==> config.mk <==
export PLATFORM = sky130hd
export DESIGN_NAME = load_store_unit
export DESIGN_NICKNAME = d
export VERILOG_FILES = /design/src/rtl/lsu_pkg.sv /design/src/rtl/lsu_align.sv /design/src/rtl/load_store_unit.sv
export SDC_FILE = /design/constraint.sdc
export NUM_CORES = 1
export LEC_CHECK = 0
export CORE_ASPECT_RATIO = 1.4
export CORE_UTILIZATION = 50
export DETAILED_ROUTE_END_ITERATION = 6
export PLACE_DENSITY = 0.89
export SETUP_SLACK_MARGIN = 0.5
export SLEW_MARGIN = 20
export SYNTH_ARGS = -nofsm -noshare
export SYNTH_HDL_FRONTEND = slang
export SYNTH_HIERARCHICAL = 1
export SYNTH_SLANG_ARGS = --single-unit
==> constraint.sdc <==
create_clock -name clk -period 5.01 [get_ports clk]
set_input_delay 1.503 -clock clk [delete_from_list [all_inputs] [get_ports clk]]
set_output_delay 1.503 -clock clk [all_outputs]
set_load 0.02 [all_outputs]
==> src/rtl/lsu_pkg.sv <==
// Shared types and constants for the load/store unit: FSM states, RISC-V
// opcode/funct3 encodings, fault causes and small decode helpers.
package lsu_pkg;

  typedef enum logic [1:0] {
    LSU_IDLE,
    LSU_REQ,
    LSU_RESP,
    LSU_DONE
  } LsuState;

  localparam logic [6:0] OPCODE_LOAD  = 7'b0000011;
  localparam logic [6:0] OPCODE_STORE = 7'b0100011;

  localparam logic [2:0] F3_B  = 3'b000;
  localparam logic [2:0] F3_H  = 3'b001;
  localparam logic [2:0] F3_W  = 3'b010;
  localparam logic [2:0] F3_D  = 3'b011;
  localparam logic [2:0] F3_BU = 3'b100;
  localparam logic [2:0] F3_HU = 3'b101;
  localparam logic [2:0] F3_WU = 3'b110;

  localparam logic [1:0] CAUSE_NONE       = 2'd0;
  localparam logic [1:0] CAUSE_MISALIGNED = 2'd1;
  localparam logic [1:0] CAUSE_ILLEGAL    = 2'd2;

  // Doubleword and unsigned-word accesses only exist on a 64-bit datapath.
  function automatic logic funct3_legal(input logic is_load, input logic [2:0] funct3,
                                        input logic wide);
    logic ok;
    ok = 1'b0;
    if (is_load) begin
      case (funct3)
        F3_B, F3_H, F3_W, F3_BU, F3_HU: ok = 1'b1;
        F3_D, F3_WU:                    ok = wide;
        default:                        ok = 1'b0;
      endcase
    end else begin
      case (funct3)
        F3_B, F3_H, F3_W: ok = 1'b1;
        F3_D:             ok = wide;
        default:          ok = 1'b0;
      endcase
    end
    return ok;
  endfunction

  function automatic logic [2:0] size_mask(input logic [1:0] size);
    logic [2:0] m;
    case (size)
      2'd0:    m = 3'b000;
      2'd1:    m = 3'b001;
      2'd2:    m = 3'b011;
      default: m = 3'b111;
    endcase
    return m;
  endfunction

endpackage

==> src/rtl/lsu_align.sv <==
// Byte-lane steering: store strobe/data placement and load lane extraction
// with sign or zero extension, selected by funct3 and the byte offset.
module lsu_align
  import lsu_pkg::*;
#(
  parameter int XLEN = 32,
  localparam int NB = XLEN / 8,
  localparam int OFFW = $clog2(NB)
) (
  input  logic [2:0]      funct3,
  input  logic [OFFW-1:0] offset,
  input  logic [XLEN-1:0] store_data,
  input  logic [XLEN-1:0] load_data,
  output logic [NB-1:0]   strb,
  output logic [XLEN-1:0] wdata,
  output logic [XLEN-1:0] load_value
);

  logic [NB-1:0]   size_bytes;
  logic [XLEN-1:0] data_mask;
  logic [XLEN-1:0] shifted;
  logic [OFFW+2:0] bit_shift;

  assign bit_shift = {offset, 3'b000};

  always_comb begin
    size_bytes = '0;
    data_mask  = '0;
    for (int i = 0; i < NB; i++) begin
      size_bytes[i]      = (i < (1 << funct3[1:0]));
      data_mask[8*i +: 8] = {8{size_bytes[i]}};
    end
    strb    = size_bytes << offset;
    wdata   = (store_data & data_mask) << bit_shift;
    shifted = load_data >> bit_shift;
    // funct3[2] marks the unsigned load variants.
    case (funct3[1:0])
      2'd0:    load_value = funct3[2] ? XLEN'(shifted[7:0])  : XLEN'(signed'(shifted[7:0]));
      2'd1:    load_value = funct3[2] ? XLEN'(shifted[15:0]) : XLEN'(signed'(shifted[15:0]));
      2'd2:    load_value = funct3[2] ? XLEN'(shifted[31:0]) : XLEN'(signed'(shifted[31:0]));
      default: load_value = shifted;
    endcase
  end

endmodule

==> src/rtl/load_store_unit.sv <==
// RISC-V load/store execution unit: decodes one LOAD/STORE, drives a
// byte-strobed req/ready memory port and returns load data for write-back.
module load_store_unit
  import lsu_pkg::*;
#(
  parameter int XLEN = 32,
  parameter int REG_SELECT_LEN = 5
) (
  input  logic                      clk,
  input  logic                      rst_n,
  input  logic                      start,
  input  logic [31:0]               instruction,
  input  logic [XLEN-1:0]           rs1_data,
  input  logic [XLEN-1:0]           rs2_data,
  output logic                      busy,
  output logic                      done,
  output logic                      fault,
  output logic [1:0]                fault_cause,
  output logic                      rd_we,
  output logic [REG_SELECT_LEN-1:0] rd_addr,
  output logic [XLEN-1:0]           rd_data,
  output logic                      mem_req,
  output logic                      mem_we,
  output logic [XLEN-1:0]           mem_addr,
  output logic [XLEN-1:0]           mem_wdata,
  output logic [XLEN/8-1:0]         mem_strb,
  input  logic                      mem_ready,
  input  logic [XLEN-1:0]           mem_rdata
);

  localparam int NB = XLEN / 8;
  localparam int OFFW = $clog2(NB);
  localparam logic WIDE = (XLEN == 64);

  LsuState state, state_n;

  logic [6:0]      opcode;
  logic [2:0]      funct3;
  logic            is_load_op, is_store_op, illegal, misaligned;
  logic [11:0]     imm12;
  logic [XLEN-1:0] eff_addr;
  logic [OFFW-1:0] byte_off;
  logic [NB-1:0]   req_strb;
  logic [XLEN-1:0] req_wdata, resp_value;

  logic [2:0]                funct3_q, funct3_n;
  logic [OFFW-1:0]           off_q, off_n;
  logic [REG_SELECT_LEN-1:0] rd_q, rd_n;
  logic                      load_q, load_n;
  logic [XLEN-1:0]           rdata_q, rdata_n;

  logic                      busy_n, done_n, fault_n, rd_we_n, mem_req_n, mem_we_n;
  logic [1:0]                cause_n;
  logic [REG_SELECT_LEN-1:0] rd_addr_n;
  logic [XLEN-1:0]           rd_data_n, mem_addr_n, mem_wdata_n;
  logic [NB-1:0]             mem_strb_n;

  logic [4:0]      unused_rs1_field;
  logic [XLEN-1:0] unused_req_value, unused_resp_wdata;
  logic [NB-1:0]   unused_resp_strb;

  assign unused_rs1_field = instruction[19:15];

  assign opcode      = instruction[6:0];
  assign funct3      = instruction[14:12];
  assign is_load_op  = (opcode == OPCODE_LOAD);
  assign is_store_op = (opcode == OPCODE_STORE);
  assign imm12       = is_store_op ? {instruction[31:25], instruction[11:7]} : instruction[31:20];
  assign eff_addr    = rs1_data + XLEN'(signed'(imm12));
  assign byte_off    = eff_addr[OFFW-1:0];
  assign illegal     = !(is_load_op || is_store_op) || !funct3_legal(is_load_op, funct3, WIDE);
  assign misaligned  = (3'(byte_off) & size_mask(funct3[1:0])) != 3'b000;

  lsu_align #(.XLEN(XLEN)) u_req_align (
    .funct3     (funct3),
    .offset     (byte_off),
    .store_data (rs2_data),
    .load_data  ('0),
    .strb       (req_strb),
    .wdata      (req_wdata),
    .load_value (unused_req_value)
  );

  lsu_align #(.XLEN(XLEN)) u_resp_align (
    .funct3     (funct3_q),
    .offset     (off_q),
    .store_data ('0),
    .load_data  (rdata_q),
    .strb       (unused_resp_strb),
    .wdata      (unused_resp_wdata),
    .load_value (resp_value)
  );

  // Every output is computed here one cycle ahead and registered below.
  always_comb begin
    state_n     = state;
    funct3_n    = funct3_q;
    off_n       = off_q;
    rd_n        = rd_q;
    load_n      = load_q;
    rdata_n     = rdata_q;
    done_n      = done;
    fault_n     = fault;
    cause_n     = fault_cause;
    rd_we_n     = rd_we;
    rd_addr_n   = rd_addr;
    rd_data_n   = rd_data;
    mem_req_n   = mem_req;
    mem_we_n    = mem_we;
    mem_addr_n  = mem_addr;
    mem_wdata_n = mem_wdata;
    mem_strb_n  = mem_strb;
    case (state)
      LSU_IDLE: begin
        if (start) begin
          funct3_n = funct3;
          off_n    = byte_off;
          rd_n     = REG_SELECT_LEN'(instruction[11:7]);
          load_n   = is_load_op;
          if (illegal || misaligned) begin
            state_n = LSU_DONE;
            done_n  = 1'b1;
            fault_n = 1'b1;
            cause_n = illegal ? CAUSE_ILLEGAL : CAUSE_MISALIGNED;
          end else begin
            state_n     = LSU_REQ;
            mem_req_n   = 1'b1;
            mem_we_n    = is_store_op;
            mem_addr_n  = eff_addr & ~XLEN'(NB - 1);
            mem_strb_n  = req_strb;
            mem_wdata_n = req_wdata;
          end
        end
      end
      LSU_REQ: begin
        if (mem_ready) begin
          mem_req_n   = 1'b0;
          mem_we_n    = 1'b0;
          mem_addr_n  = '0;
          mem_strb_n  = '0;
          mem_wdata_n = '0;
          if (load_q) begin
            rdata_n = mem_rdata;
            state_n = LSU_RESP;
          end else begin
            state_n = LSU_DONE;
            done_n  = 1'b1;
          end
        end
      end
      LSU_RESP: begin
        state_n   = LSU_DONE;
        done_n    = 1'b1;
        rd_we_n   = (rd_q != '0);
        rd_addr_n = rd_q;
        rd_data_n = resp_value;
      end
      LSU_DONE: begin
        state_n   = LSU_IDLE;
        done_n    = 1'b0;
        fault_n   = 1'b0;
        cause_n   = CAUSE_NONE;
        rd_we_n   = 1'b0;
        rd_addr_n = '0;
        rd_data_n = '0;
      end
      default: state_n = LSU_IDLE;
    endcase
    busy_n = (state_n != LSU_IDLE);
  end

  always_ff @(posedge clk) begin
    if (!rst_n) begin
      state       <= LSU_IDLE;
      funct3_q    <= '0;
      off_q       <= '0;
      rd_q        <= '0;
      load_q      <= 1'b0;
      rdata_q     <= '0;
      busy        <= 1'b0;
      done        <= 1'b0;
      fault       <= 1'b0;
      fault_cause <= CAUSE_NONE;
      rd_we       <= 1'b0;
      rd_addr     <= '0;
      rd_data     <= '0;
      mem_req     <= 1'b0;
      mem_we      <= 1'b0;
      mem_addr    <= '0;
      mem_wdata   <= '0;
      mem_strb    <= '0;
    end else begin
      state       <= state_n;
      funct3_q    <= funct3_n;
      off_q       <= off_n;
      rd_q        <= rd_n;
      load_q      <= load_n;
      rdata_q     <= rdata_n;
      busy        <= busy_n;
      done        <= done_n;
      fault       <= fault_n;
      fault_cause <= cause_n;
      rd_we       <= rd_we_n;
      rd_addr     <= rd_addr_n;
      rd_data     <= rd_data_n;
      mem_req     <= mem_req_n;
      mem_we      <= mem_we_n;
      mem_addr    <= mem_addr_n;
      mem_wdata   <= mem_wdata_n;
      mem_strb    <= mem_strb_n;
    end
  end

endmodule

Word level (Yosys, flattened, before mapping)
Index checks and enable logic that the tools add are counted.

cells by class
  magnitude comparators = 4
  add/sub/neg operators = 1
  reductions and logical operators = 22
  shifts and indexed selects = 4
  bitwise logic cells = 2
  equality and inequality tests = 17
  multiplexer cells = 44

operators by type and width
  operator                                                     number
  case mux 32 bit (2 select lines)                             4
  2-to-1 mux 32 bit                                            7
  less-than comparator 3 x 32 -> 1 bit (first input constant)  2
  adder 32 bit                                                 1
  AND 32 bit                                                   1
  less-than comparator 1 x 32 -> 1 bit (first input constant)  1
  less-than comparator 2 x 32 -> 1 bit (first input constant)  1
  << shifter 1 x 2 -> 32 bit (first input constant)            1
  << shifter 32 x 5 -> 32 bit                                  1
  >> shifter 32 x 5 -> 32 bit                                  1
  2-to-1 mux 1 bit                                             13
  2-to-1 mux 2 bit                                             6
  2-to-1 mux 4 bit                                             3
  inequality test 2 bit (second input constant)                5
  case mux 5 bit (2 select lines)                              1
  case mux 3 bit (3 select lines)                              1
  case mux 1 bit (2 select lines)                              4
  case mux 2 bit (4 select lines)                              1
  case mux 4 bit (2 select lines)                              1
  AND reduction 4 bit                                          2
  nonzero test 2 bit                                           4
  equality test 7 x 2 -> 1 bit (second input constant)         1
  equality test 7 x 6 -> 1 bit (second input constant)         1
  equality test 2 x 1 -> 1 bit (second input constant)         3
  other kinds (19)                                             28

word-level totals
  register bits after elaboration = 158
  logic and storage cells = 112
  input port bits = 132

Longest topological paths before layout
Gate-level depths: netlist of run 1.

  depth in word-level cells = 11
  gate-level depth with buffers = 16
  mapped depth without buffers = 14

Hierarchy
The synthesis of run 1 kept the hierarchy.

by module, submodules not included
  module                    times used  area each (µm²)  cells each  sequential area each (µm²)
  load_store_unit           1           7433.4           947         3123.0
  lsu_align (u_req_align)   1           1363.8           195         0.0
  lsu_align (u_resp_align)  1           1331.3           186         0.0

Worst setup path after synthesis of run 1
OpenSTA, ideal clock, no wires.

  path type = input to register
  start = input instruction[3]
  end = register mem_addr[25]
  setup time = 87 ps
  slack = 513 ps
  data arrival time = 4410 ps
  data required time = 4923 ps
  stages on the path = 16
  cells stage by stage = nor4_1 and3_1 nand2_1 mux2_2 ha_1 inv_1 fa_1 inv_1 o21ai_0 nand4_1 nor2_1 buf_2 nor3_1 clkbuf_1 nand2_1 o31ai_1

on the way
  word-level cells in the longest chain between the ends = 8

RTL lines
  item                                    RTL line                RTL
  start: declaration                      load_store_unit.sv:12   input logic [31:0] instruction,
  equality test 7 x 6 -> 1 bit            load_store_unit.sv:67   assign is_store_op = (opcode == OPCODE_STORE);
  2-to-1 mux 5 bit                        load_store_unit.sv:68   assign imm12 = is_store_op ? {instruction[31:25], instruction[11:7]} : instruction[31:20];
  adder 32 bit                            load_store_unit.sv:69   assign eff_addr = rs1_data + XLEN'(signed'(imm12));
  named net eff_addr[1]                   load_store_unit.sv:41   logic [XLEN-1:0] eff_addr;
  AND 2 x 3 -> 3 bit                      load_store_unit.sv:72   assign misaligned = (3'(byte_off) & size_mask(funct3[1:0])) != 3'b000;
  nonzero test 3 bit                      load_store_unit.sv:72
  logical OR 1 bit                        load_store_unit.sv:120  if (illegal || misaligned) begin
  inequality test 2 bit (no source line)  n/a
  AND reduction 4 bit (no source line)    n/a
  end signal: assignment                  load_store_unit.sv:208  mem_addr <= mem_addr_n;
  end: declaration                        load_store_unit.sv:24   output logic [XLEN-1:0] mem_addr,

The timed path passes the listed nets, and every way through them passes these cells. The select of a mux whose other input is x is not followed.
A chain may end at the register's enable or synchronous reset.

Worst setup path after layout of run 1
  start = input instruction[0]
  end = register mem_addr[26]

on the way
  word-level cells in the longest chain between the ends = 8

RTL lines
  item                                    RTL line
  equality test 7 x 6 -> 1 bit            load_store_unit.sv:67
  2-to-1 mux 5 bit                        load_store_unit.sv:68
  adder 32 bit                            load_store_unit.sv:69
  AND 2 x 3 -> 3 bit                      load_store_unit.sv:72
  nonzero test 3 bit                      load_store_unit.sv:72
  logical OR 1 bit                        load_store_unit.sv:120
  inequality test 2 bit (no source line)  n/a
  AND reduction 4 bit (no source line)    n/a

Parallel ways exist; a longest one is shown, timed or not. The select of a mux whose other input is x is not followed.

==> summary.md, run 1 <==
| Metric | Value |
|---|---|
| Drt total wl | `27.9 mm` |
| Share of cells above drive strength 1 | `9.41%` |
| Fill cells | `1390` |
| Fmax | `233 MHz` |
| Via count of the first global-routing pass | `8713` |
| GRT Total Usage | `30.3%` |
| Post-synthesis cell area | `8910 µm²` |
| Worst Path Buf+Inv | `2` |
| Status | `finished, final reports clean` |
| First-pass GRT wire length | `43.4 mm` |
| Inserted Clock Buffers | `17` |
| Startpoint type of the worst setup path | `input port` |
| Vias | `9313` |
| Die ar. | `18400 µm²` |
| Die height | `roughly 160 µm` |
| # hold bufs at CTS | `0` |
| Util after Layout | `70.0%` |
| RSZ-0062 raised after global routing | `false` |
| Min Tclk post-route | `4.30 ns` |
| Initial antenna violation count | `0` |
| Gpl congestion | `0.890` |
| Worst-path clk slew | `0.06 ns` |
| Antenna-violating nets left | `0` |
| CP Capture Type | `flip-flop` |
| Worst Hold Class | `flip-flop to flip-flop` |
| Inserted Diodes | `0` |
| Slew Limit Fails | `0` |
| Iteration-0 DRC Markers | `886` |
| Setup violations, final | `0` |
| P_leak | `approximately 4.5 nW` |
| Clk sinks | `156` |
| Arrival @ worst endpoint | `4.61 ns` |
| Yosys warns | `6` |
| DRC violations left | `0` |
| Critical path required time | `about 5.3 ns` |
| Pwr/cell area | `272 nW/µm²` |
| Largest net degree at the start of global routing | `56` |
| Area growth syn-to-layout | `36.8%` |
| DP Wirelength | `~20 mm` |
| Drt via density | `5.80` |
| Setup TNS | `0 ns` |
| Worst skew pair latency | `0.43 ns` |
| Largest stage delay, worst path | `roughly 0.50 ns` |
| Root Driver | `clkbuf_16` |
| Bufs on Longest Clock Path | `2` |
| Max Clock Skew | `0.0141 ns` |
| Top-Level Pins | `245` |
| Standard-cell rows | `57` |
| Hold Slack | `around 0.45 ns` |
| Avg Synthesized Cell Area | `7.73 µm²` |
| Final net count | `~1.5k` |
| CP Class | `input port to flip-flop` |
| Drt pass-1 iters | `5` |
| CP max stage cell | `clkdlybuf4s50_1` |
| Quantity of I/O buffers inserted on ports | `237` |
| Synth Instances | `1153` |
| CORE AREA | `17400 µm²` |
| Dominant delay contributor by cell family on the critical path | `compound AO/OA/AOI/OAI gates` |
| WL per Instance | `17.4 µm` |
| Max cap viols | `0` |
| Hold Violations, Final | `0` |
| Final period util | `85.8%` |
| TritonCTS clock tree | `yes` |
| Fin area | `12200 µm²` |
| CP Max Fanout | `3` |
| Rel. slew slack | `23.9%` |
| Worst slew pin tran | `roughly 1.1 ns` |
| Initial Util | `51.2%` |
| Grt total ovfl | `0` |
| Chip Width | `between 100 and 150 µm` |
| CTS H-tree depth | `4` |
| Worst path cell trace | `clkdlybuf4s50_1, and3_4, nand2_4, mux2_4, ha_2, inv_1, fa_2, nand3b_4, a2111oi_4, o211ai_1, a21oi_1, o21a_1, o21ai_1, a32o_1` |
| Placed inst area | `~11000 µm²` |
| Worst VDD drop | `193 µV` |
==> power breakdown <==
part           total, mW  internal (mW)  switching (mW)
clock               1.26          0.717           0.542
sequential          1.29           1.26          0.0278
combinational      0.768          0.349           0.419
==> flip-flops by register name, summed over array words and instances (netlist names) <==
signal	flops
off_q	2
rd_addr	5
rd_data	32
rd_q	5
funct3_q	3
rdata_q	32
done	1
mem_we	1
load_q	1
busy	1
mem_addr	30
mem_req	1
mem_wdata	32
fault_cause	2
state	2
fault	1
rd_we	1
mem_strb	4
==> layout by cell type, fill, tap and decap left out, types with 14 or more instances in the layout <==
master	count
nand3_1	53
nor2b_1	49
a21oi_1	185
xnor2_1	16
and2_1	15
nand2_1	176
nor2_1	83
inv_1	14
o2bb2ai_1	16
clkdlybuf4s50_1	233
a22oi_1	18
clkbuf_16	17
o22ai_1	17
ha_1	28
dfxtp_1	156
o21ai_0	36
mux2i_1	24
buf_4	42
==> through the flow <==
step	total power, mW	setup WS [ns]	cells
2_1_floorplan	1.81	0.557	1154
3_3_place_gp	2.05	-0.136	1572
3_5_place_dp	2.06	-0.209	1572
4_1_cts	3.32	0.507	1605
5_1_grt	3.45	0.633	1607
6_report	3.32	0.714	1607
==> layout make-up <==
type	instances	area, µm²	share of cell area, %
Sequential cell	156	3120	25.6
Multi-Input combinational cell	883	5360	44.0
Clock buffer	21	460	3.78
Inverter	17	66.3	0.544
Clock inverter	11	110	0.904
Timing Repair Buffer	283	2770	22.7
Tap cell	236	295	2.42
==> final timing paths <==
check	from	to	slack, ns	cells past startpoint
worst min register to register	mem_addr[24]	mem_addr[24]	0.45	2
worst max register to register	off_q[1]	rd_data[8]	2.52	5
worst min-delay path	mem_addr[24]	mem_addr[24]	0.45	2
worst max-delay path	instruction[0]	mem_addr[26]	0.71	14
==> worst min-delay path, cell delays in order, from the launching register on <==
cell and delay, ns:
dfxtp_1 0.31, nand2_1 0.05, o21ai_1 0.05
==> layer usage <==
metal | global-route usage [%] | up-vias | part of all wire (%)
met1 | 32.7 | 4334 | 37
met4 | 16.9 | 0 | 5.1
met3 | 6.30 | 95 | 6.6
li1 | - | 4428 | -
met5 | 0 | - | 0
met2 | 54.2 | 456 | 51
==> what timing repair did <==
item                       in CTS  in global routing
hold endpoints to repair        0                  0
gates resized for setup        12                 16
pin swaps                      10                 16
setup buffers                   1                  2
setup endpoints to repair      57                 68
cloned                          0                  0
No activity file was read; power rests on OpenSTA's default activity.
==> inputs of run 2 (changes only) <==
--- a/config.mk
+++ b/config.mk
@@ -7,11 +7,10 @@
 export LEC_CHECK = 0
 export CORE_ASPECT_RATIO = 1.4
-export CORE_UTILIZATION = 50
+export CORE_UTILIZATION = 44
 export DETAILED_ROUTE_END_ITERATION = 6
-export PLACE_DENSITY = 0.89
+export PLACE_DENSITY = 0.85
 export SETUP_SLACK_MARGIN = 0.5
 export SLEW_MARGIN = 20
 export SYNTH_ARGS = -nofsm -noshare
 export SYNTH_HDL_FRONTEND = slang
-export SYNTH_HIERARCHICAL = 1
 export SYNTH_SLANG_ARGS = --single-unit
==> constraint.sdc (replaced) <==
create_clock -name clk -period 3.46 [get_ports clk]
set_input_delay 0.692 -clock clk [delete_from_list [all_inputs] [get_ports clk]]
set_output_delay 0.692 -clock clk [all_outputs]
set_load 0.02 [all_outputs]
==> run 2 against run 1 <==
Compared with the run above: the flow now finishes with violations (negative setup slack); highest routed layer is now met5; first-iteration DRC count fell by 7.6%; via count grew 2.5%; flip-flop and latch count stayed put; setup slack lost 1.2 ns; sequential share of layout area is 2.1 points lower; largest power group is now the clock network; critical endpoint is now mem_addr[29].
==> summary.md, run 2 <==
| Metric | Value |
|---|---|
| Status | `finished with violations` |
| Failing checks | `negative setup slack` |
| CP Capture Type | `flip-flop` |
| CP Max Fanout | `3 (unchanged)` |
| Final net count | `1531 (+0.53%)` |
| Pwr/cell area | `383 nW/µm² (+41%)` |
| Die ar. | `20500 µm² (+11%)` |
| Final Power | `5.09 mW (+53%)` |
| Min Tclk post-route | `3.92 ns` |
| Seq pwr share | `36.8% (-2.1 points)` |
| Dpl ws | `-1.23 ns (-1.02 ns)` |
| Quantity of I/O buffers inserted on ports | `237 (unchanged)` |
| Max Clock Skew | `0.00690 ns (-0.00716 ns)` |
| Fmax | `255 MHz` |
| Worst Path Buf+Inv | `3 (+1)` |
| Yosys top cell area share | `35.7%` |
| Worst skew pair latency | `0.43 ns (about the same)` |
| Vias | `9549 (+2.5%)` |
| Worst reg-to-reg setup slack | `0.89 ns (-1.63 ns)` |
| Yosys warns | `0 (-6)` |
| Setup TNS | `-22.38 ns (-22.38 ns)` |
| CTS H-tree depth | `4 (unchanged)` |
| P_int | `3.61 mW (+55%)` |
| Grt total ovfl | `0 (unchanged)` |
| Final cell count without fillers | `1628 (+1.3%)` |
| Largest registers | `mem_wdata x32, rd_data x32, rdata_q x32` |
| Worst Hold Class | `flip-flop to flip-flop` |
| Synth Instances | `1083 (-6.1%)` |
| Hold Slack | `0.452 ns (+0.00630 ns)` |
| Post-synth top flop | `dfxtp_1` |
| Seq/Total Area, Yosys | `35.7%` |
| Worst setup startpoint | `instruction[6]` |
| CORE AREA | `19400 µm² (+11%)` |
| Worst VDD drop | `321 µV (+66%)` |
| Antenna-violating nets left | `0 (unchanged)` |
| Count leader, synth | `nand2_1` |
| Hold Violations, Final | `0 (unchanged)` |
| DRC violations left | `0 (unchanged)` |
| Arrival @ worst endpoint | `4.28 ns (-0.33 ns)` |
| TritonCTS clock tree | `yes` |
| Startpoint type of the worst setup path | `input port` |
| Drt via density | `5.87 (+1.2%)` |
| Dominant cells by area after synthesis | `dfxtp_1 36%, nand2_1 7.3%, nor2b_1 5.6%, a21oi_1 4.7%, ha_1 4.6%` |
| EDFF count, synth | `0` |
| Slew Limit Fails | `0 (unchanged)` |
| Worst path cell trace | `buf_6, or4_4, nor2_4, nand2_4, buf_4, mux2_2, ha_1, buf_4, o21ai_0, o21ai_0, nand3_1, a31oi_1, o21ai_0, or4_4, o211ai_2` |
| Reg2reg end | `rd_data[25]` |
| Clk pwr share | `39.9% (+2.0 points)` |
| Share of cells above drive strength 1 | `17.2% (+7.8 points)` |
| GRT Total Usage | `29.9% (-0.39 points)` |
| Rel. slew slack | `39.1% (+15 points)` |
| Worst r2r src | `off_q[1]` |
| Gpl congestion | `0.988 (+11%)` |
| Top-Level Pins | `245 (unchanged)` |
| P_leak | `4.96 nW (+11%)` |
| Critical path required time | `3.82 ns (-1.50 ns)` |
| Most frequent cells in the layout | `232 x clkdlybuf4s50_1, 165 x nand2_1, 156 x dfxtp_1, 81 x buf_4, 79 x nor2b_1` |
| Top cells by count, synth | `171 x nand2_1, 156 x dfxtp_1, 83 x a21oi_1` |
| Setup violations, final | `73 (+73)` |
| Post-Place Cells | `1578 (+0.38%)` |
| Synth area leader | `dfxtp_1` |
| DP Wirelength | `22.1 mm (+10%)` |
| Via count of the first global-routing pass | `9249 (+6.2%)` |
| Post-synthesis cell area | `8750 µm² (-1.8%)` |
| Worst slew pin tran | `0.906 ns (-0.234 ns)` |
| Worst-path clk slew | `0.06 ns (about the same)` |
| Most common cell after layout, fill and taps aside | `clkdlybuf4s50_1` |
| Inserted Clock Buffers | `17 (unchanged)` |
| Initial Util | `45.2% (-6.0 points)` |
| Sw frac | `29.0% (-0.84 points)` |
| CP Class | `input port to flip-flop` |
| WHS Path Cells | `2 (unchanged)` |
| Setup WS post-layout | `-0.456 ns (-1.17 ns)` |
| Chip Width | `121 µm (+5.6%)` |
| Placed inst area | `11800 µm² (+3.2%)` |
| Min-delay src | `mem_addr[22]` |
| Dominant delay contributor by cell family on the critical path | `simple AND/OR/NAND/NOR gates` |
| Comb pwr share | `23.3% (+0.2 points)` |
| CP dominant cell by count | `o21ai_0` |
| RSZ-0062 raised after global routing | `true` |
| Max cap viols | `0 (unchanged)` |
| Final period util | `113%` |
| Sw power | `1.47 mW (+49%)` |
| Drt total wl | `32.3 mm (+16%)` |
| Largest stage delay, worst path | `0.56 ns (+0.06 ns)` |
| Worst Hold Path EP | `mem_addr[22]` |
| Fraction of registers with async set/reset | `0%` |
| Largest net degree at the start of global routing | `74 (+32%)` |
| Initial antenna violation count | `1 (+1)` |
| Die height | `169 µm (+5.6%)` |
| First-pass GRT wire length | `47.7 mm (+9.7%)` |
| Root Driver | `clkbuf_16` |
| WL per Instance | `19.9 µm (+14%)` |
| Bufs on Longest Clock Path | `2 (unchanged)` |
| Area growth syn-to-layout | `51.6%` |
| Standard-cell rows | `60 (+5.3%)` |
| Worst reg2reg path depth | `7 (+2)` |
| Util after Layout | `68.5% (-1.5 points)` |
| Flops & latches, synth | `156` |
| Avg Synthesized Cell Area | `8.08 µm² (+4.6%)` |
| Clk sinks | `156 (unchanged)` |
| Iteration-0 DRC Markers | `819 (-7.6%)` |
| Fin area | `13300 µm² (+8.9%)` |
| Drt pass-1 iters | `5 (unchanged)` |
| Cell variety after synth | `71` |
| CP max stage cell | `or4_4` |
[run 2: worst register-to-register path, cell delays in order (launching register included)]
cell,delay [ns]
dfxtp_1,0.64
mux2_2,0.42
a221o_1,0.34
a22oi_1,0.15
nor2_1,0.07
o21ai_2,0.51
a21oi_1,0.13
o21a_1,0.21
[run 2: repair_timing]
item	CTS	global route
gates cloned	4	2
buffers inserted	5	6
gates resized for setup	96	48
setup endpoints to repair	75	74
hold endpoints to repair	0	0
pin swaps	19	13
hold buffers	0	0
[run 2: worst max path at each step]
stage,to,slack [ns],cells past startpoint
after floorplan,mem_addr[29],-0.62,14
after global placement,mem_addr[24],-1.13,16
after detailed placement,mem_wdata[4],-1.23,15
after CTS,mem_addr[29],-0.37,15
after global routing,mem_wdata[7],-0.52,15
final,mem_addr[29],-0.46,15
[run 2: cells by family after synthesis]
logic type | share of synthesized area [%]
flip-flops | 35.7
AND/OR/NAND/NOR | 21.7
adder cells (fa/ha/maj) | 4.80
XOR/XNOR | 2.10
multiplexers | 4.09
buffers and inverters | 4.43
AO/OA/AOI/OAI | 27.1
other | 0.0429
[run 2: area by class of cell]
type / count / area (µm²)
clock inverters: 12 / 186
well taps: 248 / 310
flip-flops and latches: 156 / 3120
fillers: 1468 / 6100
inverters: 20 / 75.1
multi-input cells: 833 / 5780
clock buffers: 20 / 447
repair buffers: 338 / 3340
diodes: 1 / 2.50
[run 2: power by group through the flow]
stage	clock network, mW	registers [mW]	logic, mW
final	2.03	1.87	1.19
after global routing	2.12	1.87	1.26
after CTS	2.04	1.87	1.12
after detailed placement	0	1.91	1.03
after global placement	0	1.91	1.02
after floorplan	0	1.91	0.594
[run 2: layer usage]
layer	share of wire, %	vias to the layer above	routed length [µm]	global-route usage (%)
li1	-	4427	-	-
met1	36	4484	11700	32.7
met2	51	503	16500	53.8
met3	7.1	133	2290	5.49
met4	5.5	2	1790	16.7
met5	0.043	-	14	0
==> inputs of run 3 (changes only) <==
==> constraint.sdc (replaced) <==
create_clock -name clk -period 3.46 [get_ports clk]
set_input_delay 0.692 -clock clk [delete_from_list [all_inputs] [get_ports clk]]
set_output_delay 0.692 -clock clk [all_outputs]
set_load 0.1 [all_outputs]
==> run 3 against run 2 <==
Compared with the run above: the flow still finishes with violations (negative setup slack); fmax rose by 4.4%; first-iteration DRC count is 29% lower; wire length decreased by 11%; total power decreased by 2.6%; clock-buffer cell count down 3; clock power fell by 8%; final area decreased by 4.9%; die area stayed put; critical endpoint unchanged.
==> summary.md, run 3 (same netlist as run 2, synthesis figures left out) <==
| Metric | Value |
|---|---|
| P_int | `3.40 mW (-5.8%)` |
| Startpoint type of the worst setup path | `input port` |
| Slew Limit Fails | `0 (unchanged)` |
| Antenna-violating nets left | `0 (unchanged)` |
| Worst-path clk slew | `0.06 ns (about the same)` |
| Critical path required time | `3.81 ns (about the same)` |
| Sw frac | `31.3% (+2.3 points)` |
| Chip Width | `121 µm (unchanged)` |
| Final net count | `1511 (-1.3%)` |
| CP Capture Type | `flip-flop` |
| Hold Slack | `0.457 ns (+0.00536 ns)` |
| Setup WS post-layout | `-0.291 ns (+0.165 ns)` |
| Share of cells above drive strength 1 | `17.3% (+0.11 points)` |
| Placed inst area | `11600 µm² (-1.6%)` |
| Reg2reg end | `rd_data[21]` |
| Largest registers | `mem_wdata x32, rd_data x32, rdata_q x32` |
| RSZ-0062 raised after global routing | `true` |
| Comb pwr share | `24.6% (+1.3 points)` |
| Setup crit end | `mem_addr[29]` |
| Arrival @ worst endpoint | `4.11 ns (-0.17 ns)` |
| Clk sinks | `156 (unchanged)` |
| Pwr/cell area | `393 nW/µm² (+2.4%)` |
| Initial antenna violation count | `1 (unchanged)` |
| Worst r2r src | `off_q[1]` |
| Area growth syn-to-layout | `44.2%` |
| Inserted Diodes | `0 (-1)` |
| CTS H-tree depth | `4 (unchanged)` |
| GRT Total Usage | `28.0% (-2.0 points)` |
| Quantity of I/O buffers inserted on ports | `237 (unchanged)` |
| Seq pwr share | `37.6% (+0.8 points)` |
| CORE AREA | `19400 µm² (unchanged)` |
| DP Wirelength | `21.3 mm (-3.7%)` |
| Worst VDD drop | `407 µV (+27%)` |
| Die height | `169 µm (unchanged)` |
| Bufs on Longest Clock Path | `2 (unchanged)` |
| CP Class | `input port to flip-flop` |
| Drt via density | `5.78 (-1.5%)` |
| Most frequent cells in the layout | `184 x clkdlybuf4s50_1, 161 x nand2_1, 156 x dfxtp_1, 114 x buf_4, 81 x a21oi_1` |
| Initial Util | `45.2% (unchanged)` |
| Most common cell after layout, fill and taps aside | `clkdlybuf4s50_1` |
| Standard-cell rows | `60 (unchanged)` |
| P_leak | `4.85 nW (-2.1%)` |
| Final period util | `108% (-4.8 points)` |
| Sw power | `1.55 mW (+5.2%)` |
| Drt pass-1 iters | `6 (+1)` |
| Worst slew pin tran | `1.01 ns (+0.105 ns)` |
| Top-Level Pins | `245 (unchanged)` |
| Hold Violations, Final | `0 (unchanged)` |
| Via count of the first global-routing pass | `9081 (-1.8%)` |
| WL per Instance | `18.0 µm (-9.4%)` |
| Gpl congestion | `0.928 (-6.1%)` |
| Worst skew pair latency | `0.43 ns (about the same)` |
| Inserted Clock Buffers | `17 (unchanged)` |
| Die ar. | `20500 µm² (unchanged)` |
| Worst reg2reg path depth | `7 (unchanged)` |
| Iteration-0 DRC Markers | `580 (-29%)` |
| Largest net degree at the start of global routing | `76 (+2.7%)` |
| Fmax | `267 MHz (+4.4%)` |
| Worst reg-to-reg setup slack | `0.87 ns (-0.02 ns)` |
| First-pass GRT wire length | `45.1 mm (-5.4%)` |
| Drt total wl | `28.9 mm (-11%)` |
| Worst setup startpoint | `instruction[3]` |
| TritonCTS clock tree | `yes` |
| Root Driver | `clkbuf_16` |
| DRC violations left | `0 (unchanged)` |
| Setup violations, final | `73 (unchanged)` |
| CP Max Fanout | `4 (+1)` |
| Rel. slew slack | `32.1% (-7.1 points)` |
| Status | `finished with violations` |
| Fin area | `12600 µm² (-4.9%)` |
| Min Tclk post-route | `3.75 ns (-0.165 ns)` |
| Failing checks | `negative setup slack` |
| # hold bufs at CTS | `0 (unchanged)` |
| Worst Hold Class | `flip-flop to flip-flop` |
| Grt total ovfl | `0 (unchanged)` |
| Max Clock Skew | `0.00986 ns (+0.00296 ns)` |
| Max cap viols | `0 (unchanged)` |
| Vias | `9288 (-2.7%)` |
| Clk pwr share | `37.7% (-2.2 points)` |
-- run 3: cell types whose count changed in the layout (fill, tap and decap cells not counted), sizes merged --
cell / previous run / this run
buf: 102 / 132
diode: 1 / 0
clkinv: 3 / 4
clkbuf: 22 / 18
clkdlybuf4s50: 232 / 184
bufbuf: 1 / 0
inv: 23 / 27
bufinv: 4 / 2
-- run 3: repair_timing --
item,4_1_cts,5_1_grt
setup buffers,8,0
setup endpoints to repair,75,74
cloned,1,1
pin swaps,21,2
resized for setup,74,21
-- run 3: worst min path at each step --
stage,endpoint,startpoint,cells past startpoint,slack (ns)
after floorplan,rdata_q[4],rdata_q[4],2,0.44
after global placement,mem_addr[14],mem_addr[14],2,0.44
after global routing,mem_addr[17],mem_addr[17],2,0.47
after CTS,mem_addr[14],mem_addr[14],2,0.45
after detailed placement,mem_addr[14],mem_addr[14],2,0.44
final,mem_addr[20],mem_addr[20],2,0.46
-- run 3: worst max-delay path: stages --
cell and delay, ns:
buf_6 0.09, or4_4 0.57, nor2_4 0.13, nand2_4 0.07, mux2_4 0.21, ha_4 0.13, inv_2 0.03, fa_2 0.52
or4b_4 0.47, a211oi_4 0.30, and3_4 0.26, nand2_2 0.06, or4_4 0.50, o211ai_2 0.07
-- run 3: final cells by class --
cell class | instances | area, µm²
fill | 1619 | 6750
multi-input combinational | 833 | 5550
clock buffer | 17 | 425
timing repair buffer | 318 | 2980
clock inverter | 15 | 156
sequential | 156 | 3120
inverter | 20 | 75.1
tap | 248 | 310
-- run 3: metal layers --
| metal | part of all wire [%] | wire length (µm) | global-route usage [%] |
|---|---|---|---|
| met1 | 37 | 10700 | 29.8 |
| met2 | 51 | 14600 | 49.3 |
| met3 | 6.8 | 1960 | 6.57 |
| met4 | 5.7 | 1640 | 17.3 |
| met5 | 0 | 0 | 0 |
-- run 3: metrics by stage --
| step | power (mW) | setup WS, ns | TNS (ns) | instances | utilization (%) |
|---|---|---|---|---|---|
| final | 4.95 | -0.291 | -14.84 | 1607 | 65.1 |
| after global routing | 5.14 | -0.370 | -22.83 | 1607 | 65.1 |
| after CTS | 4.96 | -0.262 | -12.67 | 1606 | 64.6 |
| after detailed placement | 3.05 | -1.19 | -79.69 | 1565 | 60.1 |
| after global placement | 3.03 | -1.12 | -75.35 | 1565 | 60.1 |
| after floorplan | 2.62 | -0.634 | -39.16 | 1084 | - |
-- run 3: power groups by stage --
stage,clock [mW],combinational [mW],sequential [mW]
detailed placement,0,1.14,1.90
global placement,0,1.13,1.90
finish,1.87,1.22,1.86
CTS,1.90,1.19,1.86
global route,1.96,1.31,1.87
floorplan,0,0.600,2.02
